==> config.mk <==
export PLATFORM = sky130hd
export DESIGN_NAME = prog_lut_eval_flat
export DESIGN_NICKNAME = d
export VERILOG_FILES = /design/src/rtl/prog_lut_eval_pkg.sv /design/src/rtl/prog_lut_eval_if.sv /design/src/rtl/prog_lut_eval_lut_channel.sv /design/src/rtl/prog_lut_eval.sv /design/src/flat_wrapper.sv
export SDC_FILE = /design/constraint.sdc
export NUM_CORES = 1
export LEC_CHECK = 0
export CAP_MARGIN = 15
export CORE_MARGIN = 8
export CORE_UTILIZATION = 26
export CTS_CLUSTER_DIAMETER = 60
export DETAILED_ROUTE_END_ITERATION = 10
export GPL_ROUTABILITY_DRIVEN = 0
export HOLD_SLACK_MARGIN = 0.1
export PLACE_DENSITY = 0.52
export SYNTH_ARGS = -nofsm -noshare
export SYNTH_HDL_FRONTEND = slang
export SYNTH_SLANG_ARGS = --single-unit
==> constraint.sdc <==
create_clock -name clk -period 3.2 [get_ports clk]
set_input_delay 0.48 -clock clk [delete_from_list [all_inputs] [get_ports clk]]
set_output_delay 0.48 -clock clk [all_outputs]
set_load 0.02 [all_outputs]
==> src/rtl/prog_lut_eval_pkg.sv <==
// Shared types and sizing helpers for the programmable truth-table evaluator.
package prog_lut_pkg;

  // RUN evaluates requests; LOAD shifts in a new table image.
  typedef enum logic {
    RUN  = 1'b0,
    LOAD = 1'b1
  } state_t;

  // Total number of table bits across all output channels.
  function automatic int tbl_bits(input int n_in, input int n_out);
    return n_out << n_in;
  endfunction

  // Width of the load bit counter, with one spare bit of headroom.
  function automatic int cnt_width(input int total);
    return $clog2(total) + 1;
  endfunction

endpackage

==> src/rtl/prog_lut_eval_if.sv <==
// Config and evaluation handshake bundle for prog_lut_eval.
// master = host/bench side, slave = the evaluator.
interface prog_lut_eval_if #(
  parameter int N_IN  = 3,
  parameter int N_OUT = 1
) ();

  logic             cfg_start;
  logic             cfg_valid;
  logic             cfg_bit;
  logic             cfg_ready;
  logic             cfg_done;

  logic             in_valid;
  logic [N_IN-1:0]  in_data;
  logic             in_ready;

  logic             out_valid;
  logic [N_OUT-1:0] out_data;
  logic             out_ready;

  modport master (
    output cfg_start, cfg_valid, cfg_bit, in_valid, in_data, out_ready,
    input  cfg_ready, cfg_done, in_ready, out_valid, out_data
  );

  modport slave (
    input  cfg_start, cfg_valid, cfg_bit, in_valid, in_data, out_ready,
    output cfg_ready, cfg_done, in_ready, out_valid, out_data
  );

endinterface

==> src/rtl/prog_lut_eval_lut_channel.sv <==
// One output channel: live minterm table, its pending load image and the
// lookup mux. The live table only changes on commit, so a partial load
// never disturbs evaluation. With PROG_LUT_READBACK_EN the live table is
// exported for readback.
module lut_channel #(
  parameter int N_IN = 3,
  localparam int DEPTH = 1 << N_IN
) (
  input  logic             clk,
  input  logic             rst_n,
  input  logic             img_we_i,
  input  logic [N_IN-1:0]  img_addr_i,
  input  logic             img_bit_i,
  input  logic             commit_i,
  input  logic [N_IN-1:0]  lookup_addr_i,
  output logic             lookup_o
`ifdef PROG_LUT_READBACK_EN
  ,
  output logic [DEPTH-1:0] table_o
`endif
);

  logic [DEPTH-1:0] image_q, image_d;
  logic [DEPTH-1:0] live_q;

  // Merge the incoming bit into the image so the last bit can commit in the same edge.
  always_comb begin
    image_d = image_q;
    if (img_we_i) begin
      image_d[img_addr_i] = img_bit_i;
    end
  end

  // Image and live table registers; live table takes the merged image on commit.
  always_ff @(posedge clk or negedge rst_n) begin
    if (!rst_n) begin
      image_q <= '0;
      live_q  <= '0;
    end else begin
      image_q <= image_d;
      if (commit_i) begin
        live_q <= image_d;
      end
    end
  end

  assign lookup_o = live_q[lookup_addr_i];

`ifdef PROG_LUT_READBACK_EN
  assign table_o = live_q;
`endif

endmodule

==> src/rtl/prog_lut_eval.sv <==
// Runtime-programmable truth-table evaluator: N_OUT channels of 2^N_IN-entry
// minterm tables loaded serially, evaluated through a one-deep registered
// valid/ready stage. Optional feature macro: PROG_LUT_READBACK_EN adds the
// cfg_dout port, which streams out the old live-table bit for each accepted
// config bit.
module prog_lut_eval
  import prog_lut_pkg::*;
#(
  parameter int N_IN  = 3,
  parameter int N_OUT = 1
) (
  input  logic              clk,
  input  logic              rst_n,
  prog_lut_eval_if.slave    bus
`ifdef PROG_LUT_READBACK_EN
  ,
  output logic              cfg_dout
`endif
);

  localparam int DEPTH = 1 << N_IN;
  localparam int TOTAL = tbl_bits(N_IN, N_OUT);
  localparam int CW    = cnt_width(TOTAL);
  localparam int IW    = $clog2(TOTAL);

  state_t           state_q, state_d;
  logic [CW-1:0]    cnt_q, cnt_d;
  logic             cfg_done_q, cfg_done_d;
  logic             out_valid_q, out_valid_d;
  logic [N_OUT-1:0] out_data_q, out_data_d;

  logic             cfg_accept;
  logic             last_bit;
  logic             commit;
  logic             img_we;
  logic             in_ready;
  logic             eval_accept;
  logic [N_OUT-1:0] lookup;
  logic [IW-1:0]    bit_idx;
  logic [IW-1:0]    chan_idx;

  assign bit_idx     = cnt_q[IW-1:0];
  assign chan_idx    = bit_idx >> N_IN;
  assign cfg_accept  = (state_q == LOAD) && bus.cfg_valid;
  assign last_bit    = (cnt_q == CW'(TOTAL - 1));
  assign img_we      = cfg_accept && !bus.cfg_start;
  assign in_ready    = (state_q == RUN) && (!out_valid_q || bus.out_ready);
  assign eval_accept = bus.in_valid && in_ready;

  // Load sequencing: a restart always wins over committing the final bit.
  always_comb begin
    state_d    = state_q;
    cnt_d      = cnt_q;
    cfg_done_d = 1'b0;
    commit     = 1'b0;
    case (state_q)
      RUN: begin
        if (bus.cfg_start) begin
          state_d = LOAD;
          cnt_d   = '0;
        end
      end
      LOAD: begin
        if (bus.cfg_start) begin
          cnt_d = '0;
        end else if (bus.cfg_valid) begin
          if (last_bit) begin
            commit     = 1'b1;
            cfg_done_d = 1'b1;
            state_d    = RUN;
            cnt_d      = '0;
          end else begin
            cnt_d = cnt_q + CW'(1);
          end
        end
      end
      default: begin
        state_d = RUN;
        cnt_d   = '0;
      end
    endcase
  end

  // FSM, bit counter and done pulse registers.
  always_ff @(posedge clk or negedge rst_n) begin
    if (!rst_n) begin
      state_q    <= RUN;
      cnt_q      <= '0;
      cfg_done_q <= 1'b0;
    end else begin
      state_q    <= state_d;
      cnt_q      <= cnt_d;
      cfg_done_q <= cfg_done_d;
    end
  end

`ifdef PROG_LUT_READBACK_EN
  logic [TOTAL-1:0] live_all;
`endif

  // Channel c owns config bits c*DEPTH .. c*DEPTH+DEPTH-1, minterm 0 first.
  for (genvar c = 0; c < N_OUT; c++) begin : g_chan
    lut_channel #(
      .N_IN (N_IN)
    ) u_chan (
      .clk           (clk),
      .rst_n         (rst_n),
      .img_we_i      (img_we && (chan_idx == IW'(c))),
      .img_addr_i    (bit_idx[N_IN-1:0]),
      .img_bit_i     (bus.cfg_bit),
      .commit_i      (commit),
      .lookup_addr_i (bus.in_data),
      .lookup_o      (lookup[c])
`ifdef PROG_LUT_READBACK_EN
      ,
      .table_o       (live_all[c*DEPTH +: DEPTH])
`endif
    );
  end

  // Output stage: capture on accept, drop valid once consumed, hold under backpressure.
  always_comb begin
    out_valid_d = out_valid_q;
    out_data_d  = out_data_q;
    if (eval_accept) begin
      out_valid_d = 1'b1;
      out_data_d  = lookup;
    end else if (bus.out_ready) begin
      out_valid_d = 1'b0;
    end
  end

  // Output register.
  always_ff @(posedge clk or negedge rst_n) begin
    if (!rst_n) begin
      out_valid_q <= 1'b0;
      out_data_q  <= '0;
    end else begin
      out_valid_q <= out_valid_d;
      out_data_q  <= out_data_d;
    end
  end

`ifdef PROG_LUT_READBACK_EN
  logic cfg_dout_q;

  // Readback: emit the live bit at the position being overwritten.
  always_ff @(posedge clk or negedge rst_n) begin
    if (!rst_n) begin
      cfg_dout_q <= 1'b0;
    end else if (cfg_accept) begin
      cfg_dout_q <= live_all[bit_idx];
    end
  end

  assign cfg_dout = cfg_dout_q;
`endif

  assign bus.cfg_ready = (state_q == LOAD);
  assign bus.cfg_done  = cfg_done_q;
  assign bus.in_ready  = in_ready;
  assign bus.out_valid = out_valid_q;
  assign bus.out_data  = out_data_q;

endmodule

==> src/flat_wrapper.sv <==
// flat-port wrapper written by rule: the top's interface ports become plain ports
module prog_lut_eval_flat import prog_lut_pkg::*;
#(
  parameter int N_IN  = 3,
  parameter int N_OUT = 1
)
  (clk, rst_n, bus_cfg_start, bus_cfg_valid, bus_cfg_bit, bus_in_valid, bus_in_data, bus_out_ready, bus_cfg_ready, bus_cfg_done, bus_in_ready, bus_out_valid, bus_out_data);
  prog_lut_eval_if #(.N_IN(N_IN), .N_OUT(N_OUT)) bus_i ();
  input  logic clk;
  input  logic rst_n;
  input wire logic [$bits(bus_i.cfg_start)-1:0] bus_cfg_start;
  input wire logic [$bits(bus_i.cfg_valid)-1:0] bus_cfg_valid;
  input wire logic [$bits(bus_i.cfg_bit)-1:0] bus_cfg_bit;
  input wire logic [$bits(bus_i.in_valid)-1:0] bus_in_valid;
  input wire logic [$bits(bus_i.in_data)-1:0] bus_in_data;
  input wire logic [$bits(bus_i.out_ready)-1:0] bus_out_ready;
  output wire logic [$bits(bus_i.cfg_ready)-1:0] bus_cfg_ready;
  output wire logic [$bits(bus_i.cfg_done)-1:0] bus_cfg_done;
  output wire logic [$bits(bus_i.in_ready)-1:0] bus_in_ready;
  output wire logic [$bits(bus_i.out_valid)-1:0] bus_out_valid;
  output wire logic [$bits(bus_i.out_data)-1:0] bus_out_data;
  assign bus_i.cfg_start = bus_cfg_start;
  assign bus_i.cfg_valid = bus_cfg_valid;
  assign bus_i.cfg_bit = bus_cfg_bit;
  assign bus_i.in_valid = bus_in_valid;
  assign bus_i.in_data = bus_in_data;
  assign bus_i.out_ready = bus_out_ready;
  assign bus_cfg_ready = bus_i.cfg_ready;
  assign bus_cfg_done = bus_i.cfg_done;
  assign bus_in_ready = bus_i.in_ready;
  assign bus_out_valid = bus_i.out_valid;
  assign bus_out_data = bus_i.out_data;
  prog_lut_eval #(.N_IN(N_IN), .N_OUT(N_OUT)) u_core (.clk(clk), .rst_n(rst_n), .bus(bus_i));
endmodule
Word level (Yosys, flattened, before mapping) --
Cells that the tools add are included.
Cells by class: $add $sub $neg 1, order comparisons 3, equality and inequality tests 3, reduce and logical (&&, ||, !) cells 10, multiplexer cells 22, bitwise gates (word level) 1
Operators by type and width (count):
- $mux 4 | 4
- $mux 1 | 12
- $bwmux 8 | 1
- $lt 3x4->1 const B | 2
- $mux 8 | 1
- $pmux 4 s2 | 1
- $logic_and 1x1->1 | 5
- $add 4x1->4 const B | 1
- $eq 4x3->1 const B | 1
- $bmux 1 s3 | 1
- $demux 1 s3 | 1
- $ge 3x1->1 const B | 1
- $ne 3x3->1 const B | 1
- $logic_not 1->1 | 2
- $ne 2x2->1 const B | 1
- $pmux 1 s2 | 1
- $reduce_and 2->1 | 1
- $reduce_bool 2->1 | 1
- $logic_or 1x1->1 | 1
- $not 1->1 | 1
Word-level totals: logic and storage cells 47, bits in registers 24, output and inout port bits 5

Logic depth before layout (Yosys ltp) --
word-level depth 6, gate-level depth with buffers 5, gate-level depth less buffers 4

Modules after synthesis --
A second synthesis with hierarchy kept.
Second synthesis, totals: cell total of the unflattened synthesis 78, area total of the unflattened synthesis 1098.6 µm²
Modules (own cells, without submodules):
- lut_channel | instances 1, area each 742.0 µm², cells an instance 44, sequential area each 400.4 µm²
- prog_lut_eval | instances 1, area each 356.6 µm², cells an instance 34, sequential area each 200.2 µm²

Least setup slack after synthesis --
OpenSTA, ideal clock, no wires.
path kind input port to flip-flop, start point in bus_cfg_start, end point reg u_core.g_chan[0].u_chan.image_q[0], setup slack 1661 ps, path buffers 1, stages 4, arrival 1412 ps, library setup time 128 ps, cell sequence buf_2 -> nand3b_1 -> nor4_1 -> mux2_1
Between the ends: cells in the longest elaborated chain, start to end 3
Ends and longest elaborated chain:
- from (decl) | RTL line flat_wrapper.sv:11 | input wire logic [$bits(bus_i.cfg_start)-1:0] bus_cfg_start;
- $logic_not 1->1 | RTL line prog_lut_eval.sv:46 | assign img_we = cfg_accept && !bus.cfg_start;
- $logic_and 1x1->1 | RTL line prog_lut_eval.sv:46
- $mux 8 | RTL line prog_lut_eval_lut_channel.sv:29 | if (img_we_i) begin
- net u_core.g_chan[0].u_chan.image_d[0] | RTL line prog_lut_eval_lut_channel.sv:23 | logic [DEPTH-1:0] image_q, image_d;
- to (signal assigned) | RTL line prog_lut_eval_lut_channel.sv:40 | image_q <= image_d;
- to (decl) | RTL line prog_lut_eval_lut_channel.sv:23
The timed path passes the listed nets, and every way through them passes these cells. A chain may end at the register's enable or synchronous reset.

Worst setup path after layout --
start point in bus_out_ready, end point out bus_in_ready
Between the ends: cells in the longest elaborated chain, start to end 2
Ends and longest elaborated chain:
- from (decl) | RTL line flat_wrapper.sv:16 | input wire logic [$bits(bus_i.out_ready)-1:0] bus_out_ready;
- $logic_or 1x1->1 | RTL line prog_lut_eval.sv:47 | assign in_ready = (state_q == RUN) && (!out_valid_q || bus.out_ready);
- $logic_and 1x1->1 | RTL line prog_lut_eval.sv:47
- to (decl) | RTL line flat_wrapper.sv:19 | output wire logic [$bits(bus_i.in_ready)-1:0] bus_in_ready;
Every way passes these cells.

==> impl_metrics.toml <==
[synth]
synth.distinct_cells = 35
seq_area_frac_synth = 0.4995
syn_area_um2 = 1202
syn_nets = 116
yosys_warnings = 0
avgSynthCellArea_um2 = 11.45
ys_seq_elements = 24
synth_cells = 105

[critical_path]
r2r_start = "u_core.bus.cfg_ready"
startpoint_type = "input pin"
r2r_cells = 3
crit_type = "input pin to output port"
cp.required_ps = 2720
crit_arrival_ps = 1760
cp-startpoint = "bus_out_ready"
crit_path_end_kind = "output port"
crit_fanout = 4
worstReg2RegEnd = "u_core.g_chan[0].u_chan.live_q[1]"
r2r_slack_ps = 1190

[detailed_routing]
drtIter0Drc = 23
viasPerCell = 5.192
antenna_left = 0
drc = 0
vias = 867
drtPass1Iterations = 4
avgRoutedWirePerCell_um = 15.83
wl_um = 2644

[sta]
hold_viol = 0
final.setup.tns_ps = 0
max_freq_mhz = 445.8
min_period_over_period = 0.7009
skew_ps = 4.979
rsz0062_at_grt = "false"
setup_viol = 0
slew_headroom = 0.6003
finalCriticalPeriod_ps = 2243
drv_slew = 0
tightest_slew_ps = 597.8

[clock_tree]
cts.repair.resized = 0
post_cts_buffers = 0
clk_path_buf_depth = 2
cts_tree = "built"
cts_hold_buf = 0
clk_latency_ps = 260
path_clk_slew_ps = 80
cts_root_buffer = "clkbuf_8"
htreeDepth = 1
numCtsBuffers = 3
cts.sinks = 24

[floorplan]
die-area_um2 = 7057
coreArea_um2 = 4414
die_h_um = 84.01
row_count = 24
ios = 15
start_util = 0.2724
die_x_um = 84.01

[pwr]
total_power_mw = 0.5685
leakagePower_nw = 0.5976
power_switching_share = 0.2410
p_clk_frac = 0.311
power_density_nw_per_um2 = 405.0
intPower_mw = 0.4315
power.switching_mw = 0.1370
peakVddDrop_mv = 0.1168
p_comb_frac = 0.101
seq_power_share = 0.588

[worst_hold_path]
whs_endpoint = "u_core.g_chan[0].u_chan.image_q[1]"
hp-class = "flop to flop"
whs_path_depth = 1
min_from = "u_core.g_chan[0].u_chan.image_q[1]"

[placement]
hpwl_um = 1951
io_buffer_count = 14

[finish]
n_antenna_cell = 0
multi_input_area_um2 = 541.8
layout_common_cells = "24 x dfrtp_1, 14 x clkdlybuf4s50_1, 7 x o21ai_0"
regArea_um2 = 600.6
nets = 128
layout-drive-gt1-share = 0.1043
final_common_cell = "dfrtp_1"
areaGrowthSynthToFinish_pct = 16.75
nFillCells = 452

[grt]
grt_pass1_vias = 888
grt_usage = 0.07644
overflow = 0
antenna_found_initial = 0
grt_pass1_wl_um = 4443
grt_max_degree = 25

[outcome]
status = "completed"

[flow_run]
maxCapViolCount = 0
[area by class of cell]
type	count	share of cell area
sequential	24	0.4278
inverter	2	0.005348
multi-input combinational	71	0.3859
tap	52	0.04635
clock buffer	3	0.02941
timing repair buffer	15	0.1052
[logic make-up (layout without fill, tap and decap cells)]
group / count (synthesis) / count (layout) / share of synthesized area
AOI/OAI and AO/OA: 29 / 29 / 0.1894
xor gates and xnor gates: 1 / 1 / 0.007285
adders and majority gates: 1 / 1 / 0.01040
buffers and inverters: 10 / 20 / 0.04995
DFF: 24 / 24 / 0.4995
muxes: 9 / 9 / 0.08949
and+or+nand+nor: 31 / 31 / 0.1540
[worst max path at each step]
| stage | end | depth (start not counted) | slack (ps) |
|---|---|---|---|
| after detailed placement | u_core.g_chan[0].u_chan.live_q[1] | 4 | 760 |
| after CTS | bus_in_ready | 4 | 960 |
| final | bus_in_ready | 4 | 960 |
| after global routing | bus_in_ready | 4 | 890 |
| after global placement | u_core.g_chan[0].u_chan.live_q[0] | 4 | 830 |
| after floorplan | u_core.g_chan[0].u_chan.image_q[0] | 4 | 1660 |
[cells in the mapped netlist (all sizes together)]
cell type,n,area share
nor2,5,0.022
inv,2,0.0062
nor4,1,0.0052
nand4b,2,0.015
and3b,2,0.015
dfrtp,24,0.50
o211a,2,0.017
o41ai,2,0.027
o31ai,8,0.062
nand2,7,0.024
a31oi,2,0.010
o21ai,7,0.029
a21oi,4,0.017
and4bb,1,0.010
nor2b,1,0.0052
buf,6,0.037
a2bb2oi,2,0.015
ha,1,0.010
nand4,1,0.0052
mux2i,4,0.033
clkbuf,2,0.0062
nand3,6,0.025
mux4,1,0.019
o21bai,1,0.0062
xnor2,1,0.0073
or3,2,0.010
nand2b,1,0.0052
mux2,4,0.037
nand3b,2,0.012
a211oi,1,0.0062
[flip-flops by register name, summed over array words and instances (netlist names)]
name,flops
u_core.g_chan.u_chan.image_q,8
u_core.g_chan.u_chan.live_q,8
u_core.cnt_q,4
u_core.bus.cfg_done,1
u_core.bus.cfg_ready,1
u_core.bus.out_data,1
u_core.bus.out_valid,1
[worst max-delay path, cell delays in order]
cell and delay, ps:
clkdlybuf4s50_1 400, nor2b_1 260, nor2_1 70, clkdlybuf4s50_1 550
[routing by layer]
metal,track usage,vias up,share of wire
li1,-,416,-
met1,0.1000,423,0.50
met2,0.1109,21,0.44
met3,0.01758,7,0.034
met4,0.04553,0,0.030
met5,0,-,0
[power groups by stage]
stage               combinational [mW]  clock, mW  sequential (mW)
floorplan                       0.0400          0            0.332
global route                    0.0651      0.195            0.337
finish                          0.0575      0.177            0.334
global placement                0.0572          0            0.340
CTS                             0.0590      0.180            0.334
detailed placement              0.0588          0            0.340
[metrics by stage]
| step | cells | util | setup WS (ps) | instance area [um2] | hold WS (ps) |
|---|---|---|---|---|---|
| 2_1_floorplan | 105 | - | 1661 | 1202 | 184.4 |
| 3_3_place_gp | 164 | 0.3087 | 833.9 | 1363 | 469.0 |
| 3_5_place_dp | 164 | 0.3087 | 759.0 | 1363 | 485.3 |
| 4_1_cts | 167 | 0.3180 | 958.0 | 1404 | 503.4 |
| 5_1_grt | 167 | 0.3180 | 891.8 | 1404 | 516.5 |
| 6_report | 167 | 0.3180 | 957.0 | 1404 | 503.8 |
(Power assumes the default switching activity.)
